--- src/rtl/cvita_ramp_pkt_checker_sat.sv ---
// 32-bit event counter with synchronous clear that sticks at all-ones.
module sat_counter32 (
  input  logic        clk,
  input  logic        rst_n,
  input  logic        clr,
  input  logic        inc,
  output logic [31:0] count
);
  always_ff @(posedge clk or negedge rst_n) begin
    if (!rst_n) begin
      count <= '0;
    end else if (clr) begin
      count <= '0;
    end else if (inc && (count != 32'hFFFF_FFFF)) begin
      count <= count + 32'd1;
    end
  end
endmodule

--- config.mk ---
export PLATFORM = sky130hd
export DESIGN_NAME = sat_counter32
export DESIGN_NICKNAME = d
export VERILOG_FILES = /design/src/rtl/cvita_ramp_pkt_checker_sat.sv
export SDC_FILE = /design/constraint.sdc
export NUM_CORES = 1
export LEC_CHECK = 0
export BUFFER_PORTS_ARGS = -buffer_cell sky130_fd_sc_hd__buf_2
export CAP_MARGIN = 10
export CORE_UTILIZATION = 59
export DETAILED_ROUTE_END_ITERATION = 7
export PLACE_DENSITY_LB_ADDON = 0.3
export SYNTH_ARGS = -nofsm -noshare
export SYNTH_HDL_FRONTEND = slang
export SYNTH_SLANG_ARGS = --single-unit
--- constraint.sdc ---
create_clock -name clk -period 3 [get_ports clk]
set_input_delay 0.6 -clock clk [delete_from_list [all_inputs] [get_ports clk]]
set_output_delay 0.6 -clock clk [all_outputs]
set_load 0.01 [all_outputs]
==> results of run 1 <==
==> metrics by stage <==
stage	worst slack, ns	total power [uW]	instances	hold WS, ns
after global routing	0.426	831	276	0.338
after detailed placement	0.689	484	268	0.580
after floorplan	1.01	466	198	0.304
final	0.634	803	276	0.281
after global placement	0.829	482	268	0.568
after CTS	0.680	813	276	0.303
==> placed cells by master, fill, tap and decap left out, drive strengths merged, types with 2 or more instances in the layout <==
cell / count
a211oi: 5
a21o: 3
a21oi: 11
a31o: 2
a31oi: 2
and2: 3
and3: 8
buf: 35
clkbuf: 5
dfrtp: 32
inv: 7
mux2: 6
nand2: 11
nand2b: 2
nand3: 13
nand4: 7
nor2: 26
nor2b: 6
nor3: 4
nor4: 7
o21ai: 4
o31ai: 3
or3: 5
or4: 3
xnor2: 10
xor2: 3
==> cell type report <==
class,instances,area (um^2),share of cell area [%]
Sequential cell,32,801,37.6
Multi-Input combinational cell,152,995,46.7
Inverter,7,26.3,1.23
Timing Repair Buffer,35,175,8.23
Clock buffer,5,37.5,1.76
Clock inverter,3,42.5,2.00
Tap cell,42,52.6,2.47
==> path summary, 6_finish.rpt <==
check	startpoint	endpoint	slack, ns	depth (start not counted)
max in group asynchronous	rst_n	count[30]	2.25	1
min in group clk	count[28]	count[28]	0.60	2
hold reg to reg	count[28]	count[28]	0.60	2
hold / removal	rst_n	count[9]	0.28	1
setup / recovery	count[0]	count[19]	0.63	6
setup reg to reg	count[0]	count[19]	0.63	6
==> power by group through the flow <==
stage	Clock, uW	Sequential [uW]	Combinational (uW)
floorplan	0	447	19.1
global placement	0	446	36.5
detailed placement	0	446	37.9
CTS	337	438	38.0
global route	351	438	42.4
finish	328	438	37.1
==> layer usage <==
metal	part of all wire, %	vias up
met5	0	-
met4	0.83	0
met3	6.4	4
met2	48	53
met1	45	779
li1	-	783
==> synthesized netlist by cell type, drive strengths merged, types with 5 or more instances <==
master	number	share of area, %
a21oi	11	3.0
and3	8	3.0
nand3	13	3.8
a211oi	5	2.0
nor2	26	5.3
nand4	7	2.7
nand2	11	2.2
mux2	6	3.8
or3	5	1.7
dfrtp	32	43
xnor2	10	4.7
inv	7	1.4
nor2b	6	2.0
nor4	7	3.8
==> cells by family (layout without fill, tap and decap cells) <==
kind of cell | Yosys count | after routing | synth area share, %
AO/OA/AOI/OAI | 32 | 32 | 11.9
multiplexers | 7 | 7 | 4.39
AND/OR/NAND/NOR | 99 | 99 | 30.5
buffers and inverters | 14 | 50 | 3.17
flip-flops | 32 | 32 | 43.2
XOR/XNOR | 13 | 13 | 6.14
adder cells (fa/ha/maj) | 1 | 1 | 0.675
==> impl_metrics.yaml, run 1 <==
detailed_routing:
  ant_nets: 0
  wl_mm: 4.08
  via_per_inst: 5.87
  drc_errors: 2
  wl_per_cell_um: 14.8
  drt_iter0_drc: 94
  route.vias.total: 1619
  drtPass1Iterations: 6
cts:
  clock_latency_ns: 0.35
  cts_root_buf: "clkbuf_4"
  post_cts_buffers: 0
  htree_levels: 2
  cts_sinks: 32
  clkTransAtPathRegs_ns: 0.11
  cts_buffer_depth: 2
  cts_tree: "yes"
  cts-buffers-inserted: 5
  ctsHoldBuffers: 0
  cts_resized: 0
final_layout:
  fin_util_pct: 74.0
  top_register: "count"
  num_antenna_cells: 0
  fill_cells: 232
  syn2layout_area_growth_pct: 14.8
  drive_above_1_share_pct: 25.2
  final_area_um2: 2130
  nets: 238
  largest_register_ffs: 32
  layout_top_registers: "count x32"
timing:
  rsz0062_at_grt: "no"
  fin_worst_skew_ns: 0.0158
  finalSetupViolations: 0
  hold_viol_final: 0
  worst_pin_slew_ns: 0.706
  setup_tns_ns: 0
  finalCriticalPeriod_ns: 2.37
  relSlewSlack_pct: 53.0
  post-route-period-util_pct: 78.9
  slew_violations: 0
  timing.fmax_mhz: 423
global_route:
  grt_pass1_vias: 1567
  grt_busiest_layer: "met2"
  overflow: 0
  grt_use_met1_pct: 34.7
  grt_pass1_wl_mm: 6.89
  antenna_found_initial: 0
  grt_use_met3_pct: 8.26
  grt_max_degree: 41
  grt_usage_pct: 27.0
  met2_usage_pct: 43.5
run_status:
  outcome: "finished with violations"
  violations: "design-rule violations"
floorplanning:
  die_h_um: 58.1
  die_area_um2: 3370
  core-area_um2: 2880
  die_x_um: 58.1
  start_util_pct: 64.5
  ios: 36
  row_count: 19
synthesis:
  synthCells: 198
  ys.flop_type: "dfrtp_1"
  synthArstFlopShare_pct: 100
  syn_avg_cell_area_um2: 9.37
  synth_area_um2: 1850
  synthDistinctLibCells: 42
  synth-seq-cells: 32
  syn-num-nets: 203
  synth-edff-count: 0
  yosys_warnings: 0
  yosysSeqAreaShare_pct: 43.2
worst_setup_path:
  crit_path_end_kind: "flop"
  startpoint_type: "flop"
  critical_path.n_buffers_inverters: 0
  worstPathCellList: "ha_1 > nand4_1 > nor4_2 > a21o_1 > nor3_1 > mux2_2"
  path_class: "flop to flop"
  crit_fanout: 19
  cpMaxStageDelayCell: "a21o_1"
  required_ns: 3.23
  crit_family: "simple AND/OR/NAND/NOR gates"
  slowest_delay_ns: 0.53
  arrival_ns: 2.60
placement:
  place_hpwl_mm: 2.83
  dpl-instance-area_um2: 2050
  gp_congestion: 0.841
  io_buffers: 35
power_and_ir_drop:
  internal-power_uw: 618
  leakage_uw: 0.000976
  seq_power_share_pct: 54.5
  power_switching_uw: 185
  clkPwrFrac_pct: 40.9
  swShare_pct: 23.1
  power.density_nw_per_um2: 377
  p_comb_share_pct: 4.6
  ir_drop_mv: 0.361
job:
  maxCapViolCount: 0
min_path:
  hp-class: "input pin to asynchronous set/reset pin"
Power figures use the tool's default switching activity.
==> run 2: changes to the inputs <==
--- a/config.mk
+++ b/config.mk
@@ -7,7 +7,7 @@
 export LEC_CHECK = 0
 export BUFFER_PORTS_ARGS = -buffer_cell sky130_fd_sc_hd__buf_2
 export CAP_MARGIN = 10
-export CORE_UTILIZATION = 59
+export CORE_UTILIZATION = 49
 export DETAILED_ROUTE_END_ITERATION = 7
 export PLACE_DENSITY_LB_ADDON = 0.3
 export SYNTH_ARGS = -nofsm -noshare
==> constraint.sdc (replaced) <==
create_clock -name clk -period 1.9 [get_ports clk]
set_input_delay 0.38 -clock clk [delete_from_list [all_inputs] [get_ports clk]]
set_output_delay 0.38 -clock clk [all_outputs]
set_load 0.01 [all_outputs]
==> run 2 against run 1 <==
  * The run now ends clean
  * Clock power grew 64%
  * Flip-flop and latch count is the same
  * Wire length grew 12%
  * Critical path depth is the same
  * Global-route usage shrank 1.7 points
  * Core utilization shrank 0.80 points
  * Critical endpoint is now count[3]
  * Largest cell class unchanged
==> impl_metrics.yaml, run 2 (synthesis results as in run 1) <==
run_status:
  outcome: "finished, final reports clean"
detailed_routing:
  drt_iter0_drc: 91
  drc_errors: 0
  ant_nets: 0
  drtPass1Iterations: 5
  wl_per_cell_um: 14.1
  via_per_inst: 5.48
  wl_mm: 4.56
  route.vias.total: 1776
timing:
  setup_tns_ns: 0
  fin_worst_skew_ns: 0.00570
  hold_viol_final: 0
  post-route-period-util_pct: 96.0
  worst_pin_slew_ns: 0.487
  relSlewSlack_pct: 67.5
  finalSetupViolations: 0
  rsz0062_at_grt: "yes"
  slew_violations: 0
  finalCriticalPeriod_ns: 1.82
  timing.fmax_mhz: 548
  setup_slack_ns: 0.0751
worst_setup_path:
  required_ns: 2.08
  rr_worst_depth: 6
  path_class: "flop to flop"
  crit_family: "simple AND/OR/NAND/NOR gates"
  startpoint: "count[23]"
  slowest_delay_ns: 0.38
  cpMaxStageDelayCell: "dfrtp_1"
  r2r-end: "count[3]"
  worstPathCellList: "nand4_2 > nor4_4 > buf_4 > a31oi_4 > and3_4 > mux2_4"
  arrival_ns: 2.00
  r2r-start: "count[23]"
  rrSetupSlack_ns: 0.08
  startpoint_type: "flop"
  crit_path_end_kind: "flop"
  critical_path.n_buffers_inverters: 1
  crit_fanout: 5
power_and_ir_drop:
  power_switching_uw: 296
  seq_power_share_pct: 52.9
  clkPwrFrac_pct: 41.1
  swShare_pct: 22.7
  p_comb_share_pct: 6.0
  internal-power_uw: 1010
  p_total_uw: 1310
  leakage_uw: 0.00123
  ir_drop_mv: 0.493
  power.density_nw_per_um2: 515
placement:
  dpl.cell_count: 316
  io_buffers: 35
  place_ws_ns: 0.0346
  gp_congestion: 0.765
  dpl-instance-area_um2: 2410
  place_hpwl_mm: 3.37
global_route:
  grt_max_degree: 29
  antenna_found_initial: 0
  grt_pass1_vias: 1737
  grt_usage_pct: 25.2
  overflow: 0
  grt_pass1_wl_mm: 7.67
floorplanning:
  die_area_um2: 4030
  row_count: 21
  ios: 36
  die_x_um: 63.5
  die_h_um: 63.5
  core-area_um2: 3470
  start_util_pct: 53.5
cts:
  cts_buffer_depth: 2
  cts_sinks: 32
  clkTransAtPathRegs_ns: 0.06
  post_cts_buffers: 0
  cts-buffers-inserted: 5
  cts_tree: "yes"
  cts_root_buf: "clkbuf_8"
  htree_levels: 2
  clock_latency_ns: 0.29
final_layout:
  layout_common_cells: "44 x buf_4, 35 x buf_2, 30 x dfrtp_1, 26 x nor2_1, 12 x nand3_1"
  drive_above_1_share_pct: 39.9
  top_register: "count"
  nets: 282
  syn2layout_area_growth_pct: 37.0
  num_antenna_cells: 0
  final_common_cell: "buf_4"
  largest_register_ffs: 32
  fill_cells: 283
  finalNonFillerCells: 324
  layout_top_registers: "count x32"
  final_area_um2: 2540
min_path:
  hp-class: "input pin to asynchronous set/reset pin"
job:
  maxCapViolCount: 0
-- run 2: cell types whose count changed in the layout (fill, tap and decap cells not counted), sizes merged --
cell / previous run / this run
bufinv: 1 / 0
clkinvlp: 1 / 0
buf: 35 / 79
clkbuf: 5 / 8
clkinv: 1 / 0
-- run 2: through the flow --
| step | hold slack (ns) | util, % |
|---|---|---|
| global route | 0.0642 | 73.2 |
| floorplan | 0.0844 | - |
| detailed placement | 0.356 | 69.6 |
| global placement | 0.349 | 69.6 |
| finish | 0.0336 | 73.2 |
| CTS | 0.0433 | 72.2 |
-- run 2: worst max path at each step --
stage / slack (ns) / cells after the start / endpoint
global route: -0.02 / 6 / count[3]
finish: 0.08 / 6 / count[3]
floorplan: 0.0008 / 7 / count[31]
CTS: 0.01 / 6 / count[23]
detailed placement: 0.03 / 6 / count[27]
global placement: 0.07 / 6 / count[31]
-- run 2: worst register-to-register path, stage by stage (launching register included) --
cell	delay [ns]
dfrtp_1	0.38
nand4_2	0.16
nor4_4	0.35
buf_4	0.21
a31oi_4	0.12
and3_4	0.21
mux2_4	0.29
-- run 2: cell type report --
type	count	area, um^2	area share [%]
Multi-Input combinational cell	152	1060	41.6
Inverter	7	26.3	1.03
Timing Repair Buffer	79	505	19.9
Clock buffer	8	90.1	3.55
Sequential cell	32	803	31.6
Tap cell	46	57.6	2.27
-- run 2: power by group through the flow --
stage | combinational [uW] | clock (uW) | sequential [uW]
6_report | 79.1 | 537 | 691
5_1_grt | 91.3 | 574 | 692
4_1_cts | 80.6 | 548 | 691
3_5_place_dp | 80.4 | 0 | 704
3_3_place_gp | 77.9 | 0 | 703
2_1_floorplan | 31.4 | 0 | 709
-- run 2: layer usage --
metal	vias up	part of all wire [%]	wire, um	GRT usage, %
li1	872	-	-	-
met5	-	0	0	0
met2	44	51	2320	41.4
met3	6	4.7	212	7.97
met1	854	43	1960	29.7
met4	0	1.5	70	11.9
-- run 2: what timing repair did --
item / CTS / global route
resized for setup: 0 / 7
hold buffers: 0 / 0
setup endpoints to repair: 0 / 14
==> run 3: changes to the inputs <==
--- a/config.mk
+++ b/config.mk
@@ -5,10 +5,10 @@
 export SDC_FILE = /design/constraint.sdc
 export NUM_CORES = 1
 export LEC_CHECK = 0
-export BUFFER_PORTS_ARGS = -buffer_cell sky130_fd_sc_hd__buf_2
 export CAP_MARGIN = 10
-export CORE_UTILIZATION = 49
+export CORE_UTILIZATION = 56
 export DETAILED_ROUTE_END_ITERATION = 7
+export DONT_BUFFER_PORTS = 1
 export PLACE_DENSITY_LB_ADDON = 0.3
 export SYNTH_ARGS = -nofsm -noshare
 export SYNTH_HDL_FRONTEND = slang
==> run 3 against run 2 <==
  * Non-clock buffer count decreased by 30
  * Sequential share of layout area is 2.5 points higher
  * Total power shrank 15%
  * Final area shrank 7.4%
  * First-iteration DRC count increased by 15%
  * Wire length grew 2.5%
  * Flip-flop and latch count did not move
  * Critical path type unchanged
  * Highest routed layer unchanged
==> impl_metrics.yaml, run 3 (synthesis results as in run 1) <==
power_and_ir_drop:
  ir_drop_mv: 0.507
  power.density_nw_per_um2: 474
  leakage_uw: 0.00105
final_layout:
  drive_above_1_share_pct: 31.2
  finalNonFillerCells: 291
  syn2layout_area_growth_pct: 26.9
  top_register: "count"
  largest_register_ffs: 32
  num_antenna_cells: 0
  final_common_cell: "buf_4"
  final_area_um2: 2350
  layout_top_registers: "count x32"
  layout_common_cells: "47 x buf_4, 30 x dfrtp_1, 26 x nor2_1, 12 x nand3_1, 11 x nand2_1"
  nets: 252
worst_setup_path:
  crit_path_end_kind: "flop"
  required_ns: 2.13
  rrSetupSlack_ns: 0.05
  slowest_delay_ns: 0.43
  r2r-start: "count[0]"
  worstPathCellList: "ha_4 > nand4_1 > nor4_4 > a21o_4 > nor4_1 > mux2_2"
  arrival_ns: 2.08
  path_class: "flop to flop"
  crit_fanout: 12
  cpMaxStageDelayCell: "dfrtp_2"
  critPathCapture: "count[29]"
  r2r-end: "count[29]"
  startpoint: "count[0]"
  startpoint_type: "flop"
  rr_worst_depth: 6
floorplanning:
  core-area_um2: 3100
  row_count: 20
  die_x_um: 59.5
  die_area_um2: 3550
  start_util_pct: 59.8
  ios: 36
  die_h_um: 59.5
cts:
  clock_latency_ns: 0.34
  htree_levels: 2
  post_cts_buffers: 0
  cts_buffer_depth: 2
  cts_sinks: 32
  cts-buffers-inserted: 5
  cts_tree: "yes"
  cts_root_buf: "clkbuf_4"
  clkTransAtPathRegs_ns: 0.10
placement:
  gp_congestion: 0.814
  place_hpwl_mm: 3.42
  dpl-instance-area_um2: 2260
  dpl.cell_count: 282
  io_buffers: 0
min_path:
  hp-class: "input pin to flop"
global_route:
  grt_usage_pct: 28.3
  grt_max_degree: 41
  overflow: 0
  grt_pass1_wl_mm: 7.25
  antenna_found_initial: 0
  grt_pass1_vias: 1686
timing:
  rsz0062_at_grt: "yes"
  timing.fmax_mhz: 541
  slew_violations: 0
  fin_worst_skew_ns: 0.00962
  finalSetupViolations: 0
  holdWs_ns: 0.0910
  setup_tns_ns: 0
  hold_viol_final: 0
  post-route-period-util_pct: 97.2
  worst_pin_slew_ns: 0.573
  relSlewSlack_pct: 61.5
  finalCriticalPeriod_ns: 1.85
detailed_routing:
  wl_per_cell_um: 16.0
  route.vias.total: 1730
  drc_errors: 0
  ant_nets: 0
  drtPass1Iterations: 4
  via_per_inst: 5.95
  drt_iter0_drc: 105
  wl_mm: 4.67
job:
  maxCapViolCount: 0
run_status:
  outcome: "finished, final reports clean"
[run 3: cell count changes in the layout (fill, tap and decap cells not counted)]
cell / previous run / this run
buf_12: 0 / 1
buf_2: 35 / 0
buf_4: 44 / 47
clkbuf_1: 2 / 1
clkbuf_4: 0 / 5
clkbuf_8: 6 / 0
clkinv_2: 0 / 1
dlygate4sd3_1: 0 / 1
nor4_1: 0 / 3
nor4_2: 5 / 2
[run 3: repair_timing]
item | in CTS | in global routing
hold buffers | 2 | 0
gates resized for setup | 1 | 3
setup endpoints to repair | 7 | 8
hold endpoints to repair | 32 | 0
cloned | 0 | 0
[run 3: worst min-delay path by stage]
stage	to	cells after the start	startpoint
final	count[17]	1	clr
after global routing	count[17]	1	clr
after CTS	count[7]	1	clr
after detailed placement	count[2]	0	rst_n
after global placement	count[3]	0	rst_n
after floorplan	count[0]	0	rst_n
[run 3: where the power goes]
group	internal (uW)	switching, uW	leakage [uW]
logic	27.4	33.8	0.000580
clock network	136	228	0.0000281
registers	686	4.94	0.000443
total	849	267	0.00105
[run 3: critical path: cells and delay by family, from the launching register on]
kind | cells | cell delay (ns)
AOI/OAI and AO/OA | 1 | 0.27
adders and majority gates | 1 | 0.16
DFF | 1 | 0.43
muxes | 1 | 0.37
and+or+nand+nor | 3 | 0.51
[run 3: cell type report]
type	instances	area (um^2)
clock buffers	6	41.3
clock inverters	1	5.00
fillers	252	751
inverters	7	26.3
multi-input cells	152	1040
flip-flops and latches	32	803
well taps	44	55.1
repair buffers	49	383
[run 3: routing by layer]
metal  wire length, um  GRT usage (%)  vias to the layer above
li1                  -              -                      813
met3               274           7.86                        9
met1              1860           32.5                      850
met4                77           11.3                        0
met5                 0              0                        -
met2              2460           49.4                       58
[run 3: metrics by stage]
stage	setup WS [ns]	power (uW)	util (%)
after floorplan	0.000788	740	-
after global placement	0.0566	744	72.8
after detailed placement	-0.00933	746	72.8
after CTS	0.0122	1130	75.3
after global routing	-0.0180	1160	75.8
final	0.0531	1120	75.8
